File: config.mk
export PLATFORM = sky130hd
export DESIGN_NAME = keypad_scan_flat
export DESIGN_NICKNAME = d
export VERILOG_FILES = /design/src/rtl/calc_pkg.sv /design/src/rtl/keypad_scan_if.sv /design/src/rtl/keypad_scan_sync_2ff.sv /design/src/rtl/keypad_scan.sv /design/src/flat_wrapper.sv
export SDC_FILE = /design/constraint.sdc
export NUM_CORES = 1
export LEC_CHECK = 0
export BUFFER_PORTS_ARGS = -buffer_cell sky130_fd_sc_hd__buf_2
export CORE_UTILIZATION = 60
export CTS_CLUSTER_SIZE = 16
export DETAILED_ROUTE_END_ITERATION = 6
export HOLD_SLACK_MARGIN = 0.06
export PLACE_DENSITY = 0.91
export SLEW_MARGIN = 25
export SYNTH_ARGS = -nofsm -noshare
export SYNTH_HDL_FRONTEND = slang
export SYNTH_SLANG_ARGS = --single-unit
File: constraint.sdc
create_clock -name CLK_1K -period 3.2 [get_ports CLK_1K]
set_clock_uncertainty 0.05 [all_clocks]
set_input_delay 0.48 -clock CLK_1K [delete_from_list [all_inputs] [get_ports CLK_1K]]
set_output_delay 0.48 -clock CLK_1K [all_outputs]
set_load 0.1 [all_outputs]
File: src/rtl/calc_pkg.sv
// Shared calculator definitions: key codes, keypad scanner state encoding and keymap.
// The calculator input controller decodes the same key codes.
package calc_pkg;

    localparam logic [3:0] KEY_ADD = 4'hA;
    localparam logic [3:0] KEY_SUB = 4'hB;
    localparam logic [3:0] KEY_MUL = 4'hC;
    localparam logic [3:0] KEY_DIV = 4'hD;
    localparam logic [3:0] KEY_EQ  = 4'hE;
    localparam logic [3:0] KEY_CLR = 4'hF;

    typedef enum logic [1:0] {
        ST_SCAN     = 2'd0,
        ST_DEBOUNCE = 2'd1,
        ST_PRESS    = 2'd2,
        ST_RELEASE  = 2'd3
    } key_state_e;

    // Physical layout of the calculator keypad, rows top to bottom, cols left to right.
    function automatic logic [3:0] map_key(input logic [1:0] row, input logic [1:0] col);
        logic [3:0] code;
        case ({row, col})
            4'h0: code = 4'h1;
            4'h1: code = 4'h2;
            4'h2: code = 4'h3;
            4'h3: code = KEY_ADD;
            4'h4: code = 4'h4;
            4'h5: code = 4'h5;
            4'h6: code = 4'h6;
            4'h7: code = KEY_SUB;
            4'h8: code = 4'h7;
            4'h9: code = 4'h8;
            4'hA: code = 4'h9;
            4'hB: code = KEY_MUL;
            4'hC: code = KEY_CLR;
            4'hD: code = 4'h0;
            4'hE: code = KEY_EQ;
            default: code = KEY_DIV;
        endcase
        return code;
    endfunction

    function automatic logic [1:0] first_low(input logic [3:0] cols);
        logic [1:0] idx;
        if (!cols[0])      idx = 2'd0;
        else if (!cols[1]) idx = 2'd1;
        else if (!cols[2]) idx = 2'd2;
        else               idx = 2'd3;
        return idx;
    endfunction

endpackage

File: src/rtl/keypad_scan_if.sv
// Keypad matrix pins plus the decoded key output towards the input controller.
// flag is a valid-only strobe: key_value is valid in the single cycle flag is high;
// there is no ready, the consumer must take it in that cycle.
interface keypad_scan_if;
    import calc_pkg::*;

    logic [3:0] key_col;
    logic [3:0] key_row;
    logic [3:0] key_value;
    logic       flag;
    logic       key_held;
    key_state_e state;

    modport master (
        input  key_col,
        output key_row, key_value, flag, key_held, state
    );

    modport slave (
        output key_col,
        input  key_row, key_value, flag, key_held, state
    );
endinterface

File: src/rtl/keypad_scan_sync_2ff.sv
// Two-flop synchronizer for asynchronous level inputs; flops reset to all-ones or all-zeros.
module sync_2ff #(
    parameter int   WIDTH   = 4,
    parameter logic RST_VAL = 1'b1
) (
    input  logic             clk,
    input  logic             rstn,
    input  logic [WIDTH-1:0] d,
    output logic [WIDTH-1:0] q
);
    logic [WIDTH-1:0] meta;

    always_ff @(posedge clk or negedge rstn) begin
        if (!rstn) begin
            meta <= {WIDTH{RST_VAL}};
            q    <= {WIDTH{RST_VAL}};
        end else begin
            meta <= d;
            q    <= meta;
        end
    end
endmodule

File: src/rtl/keypad_scan.sv
// 4x4 keypad scanner: rotates the row drive, debounces press and release, and emits
// one key code with a single-cycle flag per physical press.
module keypad_scan
    import calc_pkg::*;
#(
    parameter int DEB_CYCLES = 20,
    parameter int ROW_DWELL  = 3
) (
    input  logic          CLK_1K,
    input  logic          RSTN,
    keypad_scan_if.master kp
);
    localparam int DW = $clog2(ROW_DWELL);
    localparam int CW = $clog2(DEB_CYCLES);
    localparam logic [DW-1:0] DWELL_LAST = DW'(ROW_DWELL - 1);
    localparam logic [CW-1:0] DEB_LAST   = CW'(DEB_CYCLES - 1);

    logic          rst_meta;
    logic          rst_n;
    logic [3:0]    col_s;
    key_state_e    state;
    logic [1:0]    row_idx;
    logic [1:0]    col_idx;
    logic [DW-1:0] dwell;
    logic [CW-1:0] deb_cnt;
    logic [3:0]    key_value;
    logic          flag;
    logic          key_held;

    // Reset asserts immediately but releases on a clock edge.
    always_ff @(posedge CLK_1K or negedge RSTN) begin
        if (!RSTN) begin
            rst_meta <= 1'b0;
            rst_n    <= 1'b0;
        end else begin
            rst_meta <= 1'b1;
            rst_n    <= rst_meta;
        end
    end

    sync_2ff #(.WIDTH(4), .RST_VAL(1'b1)) u_col_sync (
        .clk  (CLK_1K),
        .rstn (rst_n),
        .d    (kp.key_col),
        .q    (col_s)
    );

    always_ff @(posedge CLK_1K or negedge rst_n) begin
        if (!rst_n) begin
            state     <= ST_SCAN;
            row_idx   <= 2'd0;
            col_idx   <= 2'd0;
            dwell     <= '0;
            deb_cnt   <= '0;
            key_value <= 4'h0;
            flag      <= 1'b0;
            key_held  <= 1'b0;
        end else begin
            case (state)
                ST_SCAN: begin
                    if (dwell == DWELL_LAST) begin
                        dwell <= '0;
                        if (col_s != 4'hF) begin
                            col_idx <= first_low(col_s);
                            deb_cnt <= '0;
                            state   <= ST_DEBOUNCE;
                        end else begin
                            row_idx <= row_idx + 2'd1;
                        end
                    end else begin
                        dwell <= dwell + 1'b1;
                    end
                end
                ST_DEBOUNCE: begin
                    if (!col_s[col_idx]) begin
                        if (deb_cnt == DEB_LAST) begin
                            // Outputs load on entry so they are valid during the PRESS cycle.
                            deb_cnt   <= '0;
                            key_value <= map_key(row_idx, col_idx);
                            flag      <= 1'b1;
                            key_held  <= 1'b1;
                            state     <= ST_PRESS;
                        end else begin
                            deb_cnt <= deb_cnt + 1'b1;
                        end
                    end else begin
                        deb_cnt <= '0;
                        dwell   <= '0;
                        row_idx <= row_idx + 2'd1;
                        state   <= ST_SCAN;
                    end
                end
                ST_PRESS: begin
                    flag    <= 1'b0;
                    deb_cnt <= '0;
                    state   <= ST_RELEASE;
                end
                ST_RELEASE: begin
                    if (col_s == 4'hF) begin
                        if (deb_cnt == DEB_LAST) begin
                            deb_cnt  <= '0;
                            key_held <= 1'b0;
                            dwell    <= '0;
                            row_idx  <= row_idx + 2'd1;
                            state    <= ST_SCAN;
                        end else begin
                            deb_cnt <= deb_cnt + 1'b1;
                        end
                    end else begin
                        deb_cnt <= '0;
                    end
                end
                default: state <= ST_SCAN;
            endcase
        end
    end

    assign kp.key_row   = ~(4'b0001 << row_idx);
    assign kp.key_value = key_value;
    assign kp.flag      = flag;
    assign kp.key_held  = key_held;
    assign kp.state     = state;
endmodule
File: src/flat_wrapper.sv
// flat-port wrapper written by rule: the top's interface ports become plain ports
module keypad_scan_flat import calc_pkg::*;
#(
    parameter int DEB_CYCLES = 20,
    parameter int ROW_DWELL  = 3
)
  (CLK_1K, RSTN, kp_key_col, kp_key_row, kp_key_value, kp_flag, kp_key_held, kp_state);
  keypad_scan_if kp_i ();
  input  logic CLK_1K;
  input  logic RSTN;
  input wire logic [$bits(kp_i.key_col)-1:0] kp_key_col;
  output wire logic [$bits(kp_i.key_row)-1:0] kp_key_row;
  output wire logic [$bits(kp_i.key_value)-1:0] kp_key_value;
  output wire logic [$bits(kp_i.flag)-1:0] kp_flag;
  output wire logic [$bits(kp_i.key_held)-1:0] kp_key_held;
  output wire logic [$bits(kp_i.state)-1:0] kp_state;
  assign kp_i.key_col = kp_key_col;
  assign kp_key_row = kp_i.key_row;
  assign kp_key_value = kp_i.key_value;
  assign kp_flag = kp_i.flag;
  assign kp_key_held = kp_i.key_held;
  assign kp_state = kp_i.state;
  keypad_scan #(.DEB_CYCLES(DEB_CYCLES), .ROW_DWELL(ROW_DWELL)) u_core (.CLK_1K(CLK_1K), .RSTN(RSTN), .kp(kp_i));
endmodule
==> results_tabular.tex <==
\begin{tabular}{lr}
\hline
Metric & Value \\
\hline
\multicolumn{2}{l}{\textbf{Synthesis}} \\
\quad Number of synthesized flops with an enable pin & 0 \\
\quad Area share of the leading cell type in the synthesized netlist & 35.4\% \\
\quad Number of warnings printed during yosys synthesis & 0 \\
\quad Post-synthesis instance total & 145 \\
\quad Asr flop ratio synth & 100\% \\
\quad Area contributors post-synth & sky130\_fd\_sc\_hd\_\_dfrtp\_1 (35\%), sky130\_fd\_sc\_hd\_\_dfstp\_2 (14\%), sky130\_fd\_sc\_hd\_\_ha\_1 (9.3\%) \\
\quad Top flip-flop cell by instance count after synthesis & sky130\_fd\_sc\_hd\_\_dfrtp\_1 \\
\quad Flip-flop and latch count after synthesis & 29 \\
\quad Average cell area after synthesis & 10.3 um2 \\
\quad Cell taking the most area after synthesis & sky130\_fd\_sc\_hd\_\_dfrtp\_1 \\
\quad Sequential share of the synthesized area & 49.5\% \\
\quad Number of different library cells in the post-synthesis netlist & 36 \\
\quad Syn\_nets & 162 \\
\quad Syn Std Cell Area & 0.00149 mm2 \\
\multicolumn{2}{l}{\textbf{Global route}} \\
\quad Met3 capacity usage during global routing & 9.06\% \\
\quad Number of global-route vias before repair & 1,061 \\
\quad GR Layer Usage met2 & 44.8\% \\
\quad GRT overflow & 0 \\
\quad Wire length of the first global-routing pass & 4800 um \\
\quad Global-route total usage across every layer & 25.7\% \\
\quad Most used routing layer in global routing & met2 \\
\quad Initial antenna violation count & 0 \\
\quad Met1 track demand over resource & 28.8\% \\
\quad Maximum number of pins on one net before global-route repair & 28 \\
\multicolumn{2}{l}{\textbf{Outcome}} \\
\quad Outcome & finished, final reports clean \\
\multicolumn{2}{l}{\textbf{Clocking}} \\
\quad Clock root cell & sky130\_fd\_sc\_hd\_\_clkbuf\_4 \\
\quad Clock slew at reported path FFs & 0.08 ns \\
\quad Number of buffers on the longest clock path & 2 \\
\quad CTS sink count & 29 \\
\quad TritonCTS clock tree & done \\
\quad Post-CTS resize count & 0 \\
\quad Total clock buffers created by CTS & 5 \\
\quad Latest clock arrival within the worst-skew pair & 0.33 ns \\
\quad Number of levels in the clock H-tree & 2 \\
\multicolumn{2}{l}{\textbf{Die}} \\
\quad Top-level I/O count & 18 \\
\quad Die height & 51.8 um \\
\quad Die width & 51.8 um \\
\quad Die area & 0.00268 mm2 \\
\quad Initial cell density of the core & 65.3\% \\
\quad Number of cell rows & 17 \\
\quad Core Footprint & 0.00228 mm2 \\
\multicolumn{2}{l}{\textbf{Power}} \\
\quad Psw & 0.000644 W \\
\quad Net switching fraction of the power & 45.2\% \\
\quad Reg power frac & 37.4\% \\
\quad Total power draw & 0.00143 W \\
\quad Power per unit of standard cell area & 846 mW/mm2 \\
\quad Max rail drop VDD & 0.000740 V \\
\quad Share of power burned in the clock network & 21.6\% \\
\quad Leak & 0.774 nW \\
\quad Portion of total power attributed to combinational logic & 41.0\% \\
\quad Total internal power & 0.000782 W \\
\multicolumn{2}{l}{\textbf{Timing}} \\
\quad Highest Clock Rate & 450 MHz \\
\quad Setup TNS Final & 0 ns \\
\quad Setup repair after global routing missed its margin & false \\
\quad Final Hold Violating Endpoints & 0 \\
\quad Final setup fails & 0 \\
\quad Pin slew with the least headroom to its limit & 0.701 ns \\
\quad Crit path time final & 2.22 ns \\
\quad Worst Hold Margin & 0.202 ns \\
\quad Pins over their slew limit & 0 \\
\quad Relative max-transition margin & 53.0\% \\
\quad Portion of the clock cycle consumed by the worst path in the final layout & 69.4\% \\
\multicolumn{2}{l}{\textbf{Layout}} \\
\quad Leading cell types in the layout, fill and taps excluded & sky130\_fd\_sc\_hd\_\_dfrtp\_1 (20), sky130\_fd\_sc\_hd\_\_buf\_2 (17), sky130\_fd\_sc\_hd\_\_nand2\_1 (16) \\
\quad Proportion of layout cells with a drive suffix above 1 & 21.7\% \\
\quad Most common library cell in the layout ignoring fill and taps & sky130\_fd\_sc\_hd\_\_dfrtp\_1 \\
\quad Final core utilization & 74.0\% \\
\quad Number of diodes & 0 \\
\quad Post-route cell area & 0.00168 mm2 \\
\quad Total number of nets in the final design & 182 \\
\quad Layout-stage area growth over the synthesis result & 13.3\% \\
\quad Fill cell count & 160 \\
\multicolumn{2}{l}{\textbf{Routing}} \\
\quad Via count & 1,146 \\
\quad Antenna viol nets, final & 0 \\
\quad Post-detailed-route DRC marker count & 0 \\
\quad Detailed-route wire length & 2880 um \\
\quad Via-to-Cell Ratio & 5.91 \\
\quad DR iter-0 viols & 30 \\
\quad Drt pass-1 iters & 4 \\
\quad Average wire per cell in the routed design & 14.9 um \\
\multicolumn{2}{l}{\textbf{Critical path}} \\
\quad Critical Path Start Type & flop \\
\quad Minimum setup slack among reg-to-reg paths & 1.03 ns \\
\quad Kind of end point of the critical path & primary output \\
\quad Arrival time at the worst endpoint & 1.69 ns \\
\quad Critical R2R Capture & u\_core.kp.key\_value[0] \\
\quad Highest net fanout along the worst path & 11 \\
\quad Worst reg2reg startpoint & u\_core.col\_idx[0] \\
\quad Worst Path Required & 2.67 ns \\
\quad Number of cells on the worst reg-to-reg path & 3 \\
\quad Kind of critical path & reg -> out \\
\multicolumn{2}{l}{\textbf{Place}} \\
\quad Post-detailed-placement half-perimeter wirelength & 2050 um \\
\quad Placer Congestion & 0.757 \\
\quad Placed inst area & 0.00159 mm2 \\
\quad Port Buffers & 17 \\
\multicolumn{2}{l}{\textbf{Hold path}} \\
\quad Hold-critical path endpoint & u\_core.u\_col\_sync.meta[0] \\
\quad Min-Delay Path Depth & 1 \\
\quad Hold Path Origin & kp\_key\_col[0] \\
\quad Worst Hold Class & in -> reg \\
\multicolumn{2}{l}{\textbf{Job}} \\
\quad Max\_cap viols & 0 \\
\hline
\end{tabular}
[kinds of logic after synthesis]
| logic type | share of synthesized area (%) |
|---|---|
| DFF | 49.5 |
| buffers and inverters | 4.29 |
| and+or+nand+nor | 17.8 |
| AOI/OAI and AO/OA | 15.8 |
| adders and majority gates | 9.26 |
| other | 0.252 |
| muxes | 2.52 |
| xor gates and xnor gates | 0.589 |
[synth_stat cells, types with 2 or more instances]
| master | count |
|---|---|
| sky130_fd_sc_hd__nor4b_1 | 2 |
| sky130_fd_sc_hd__inv_1 | 12 |
| sky130_fd_sc_hd__nand2_1 | 16 |
| sky130_fd_sc_hd__clkbuf_1 | 5 |
| sky130_fd_sc_hd__o211ai_1 | 2 |
| sky130_fd_sc_hd__nor3_1 | 3 |
| sky130_fd_sc_hd__nor2b_1 | 7 |
| sky130_fd_sc_hd__dfrtp_1 | 21 |
| sky130_fd_sc_hd__nand3_1 | 3 |
| sky130_fd_sc_hd__nand4_1 | 3 |
| sky130_fd_sc_hd__o22ai_1 | 2 |
| sky130_fd_sc_hd__dfstp_2 | 8 |
| sky130_fd_sc_hd__a21oi_1 | 9 |
| sky130_fd_sc_hd__ha_1 | 11 |
| sky130_fd_sc_hd__nand3b_1 | 2 |
| sky130_fd_sc_hd__nor2_1 | 5 |
| sky130_fd_sc_hd__a21o_1 | 3 |
| sky130_fd_sc_hd__a211oi_1 | 3 |
| sky130_fd_sc_hd__o21ai_0 | 11 |
[layout make-up]
cell class	count	area [um2]	area share, %
clock buffer	7	55.1	3.27
multi-input combinational	99	687	40.8
sequential	29	737	43.8
tap	28	35.0	2.08
inverter	12	45.0	2.67
clock inverter	1	30.0	1.78
timing repair buffer	18	95.1	5.65
[routing by layer]
metal | up-vias | routed length [um]
met1 | 558 | 1170
met4 | 0 | 29
met3 | 5 | 132
li1 | 548 | -
met2 | 35 | 1550
met5 | - | 0
[metrics by stage]
stage                     std cells  setup WS (ns)
after floorplan                 145          0.802
after global placement          185           1.15
after detailed placement        185           1.08
after CTS                       194          0.974
after global routing            194          0.866
final                           194          0.979
[worst max-delay path by stage]
stage	cells after the start	startpoint	slack, ns	end
after detailed placement	3	u_core.col_idx[0]	1.08	u_core.kp.key_value[0]
after CTS	4	u_core.row_idx[1]	0.97	kp_key_row[0]
final	4	u_core.row_idx[1]	0.98	kp_key_row[0]
after floorplan	4	u_core.kp.state[0]	0.80	u_core.kp.key_value[0]
after global routing	4	u_core.row_idx[1]	0.87	kp_key_row[1]
after global placement	3	u_core.col_idx[0]	1.15	u_core.kp.key_value[0]
[worst max-delay path: stages, from the launching register on]
cell	delay (ns)
sky130_fd_sc_hd__dfrtp_1	0.53
sky130_fd_sc_hd__inv_1	0.17
sky130_fd_sc_hd__ha_1	0.21
sky130_fd_sc_hd__inv_1	0.05
sky130_fd_sc_hd__buf_2	0.41
[power by group through the flow]
stage	Combinational (W)	Sequential, W	Clock [W]
after detailed placement	0.000580	0.000537	0
after global placement	0.000554	0.000525	0
after floorplan	0.000476	0.000527	0
after global routing	0.000636	0.000546	0.000330
after CTS	0.000585	0.000531	0.000312
final	0.000584	0.000534	0.000308
[repair_timing]
action	in CTS	in global routing
endpoints found under the hold margin	2	0
setup endpoints to repair	0	0
hold buffers	1	0
buffers inserted	0	0
[registers in the layout, summed over array words and instances (netlist names), 2 cells and up, named ones only]
name and cells:
u_core.deb_cnt 5, u_core.u_col_sync.meta 4, u_core.row_idx 2, u_core.u_col_sync.q 4, u_core.kp.key_value 4, u_core.dwell 2
u_core.col_idx 2
Note: power is estimated with default switching activity, not from simulation.
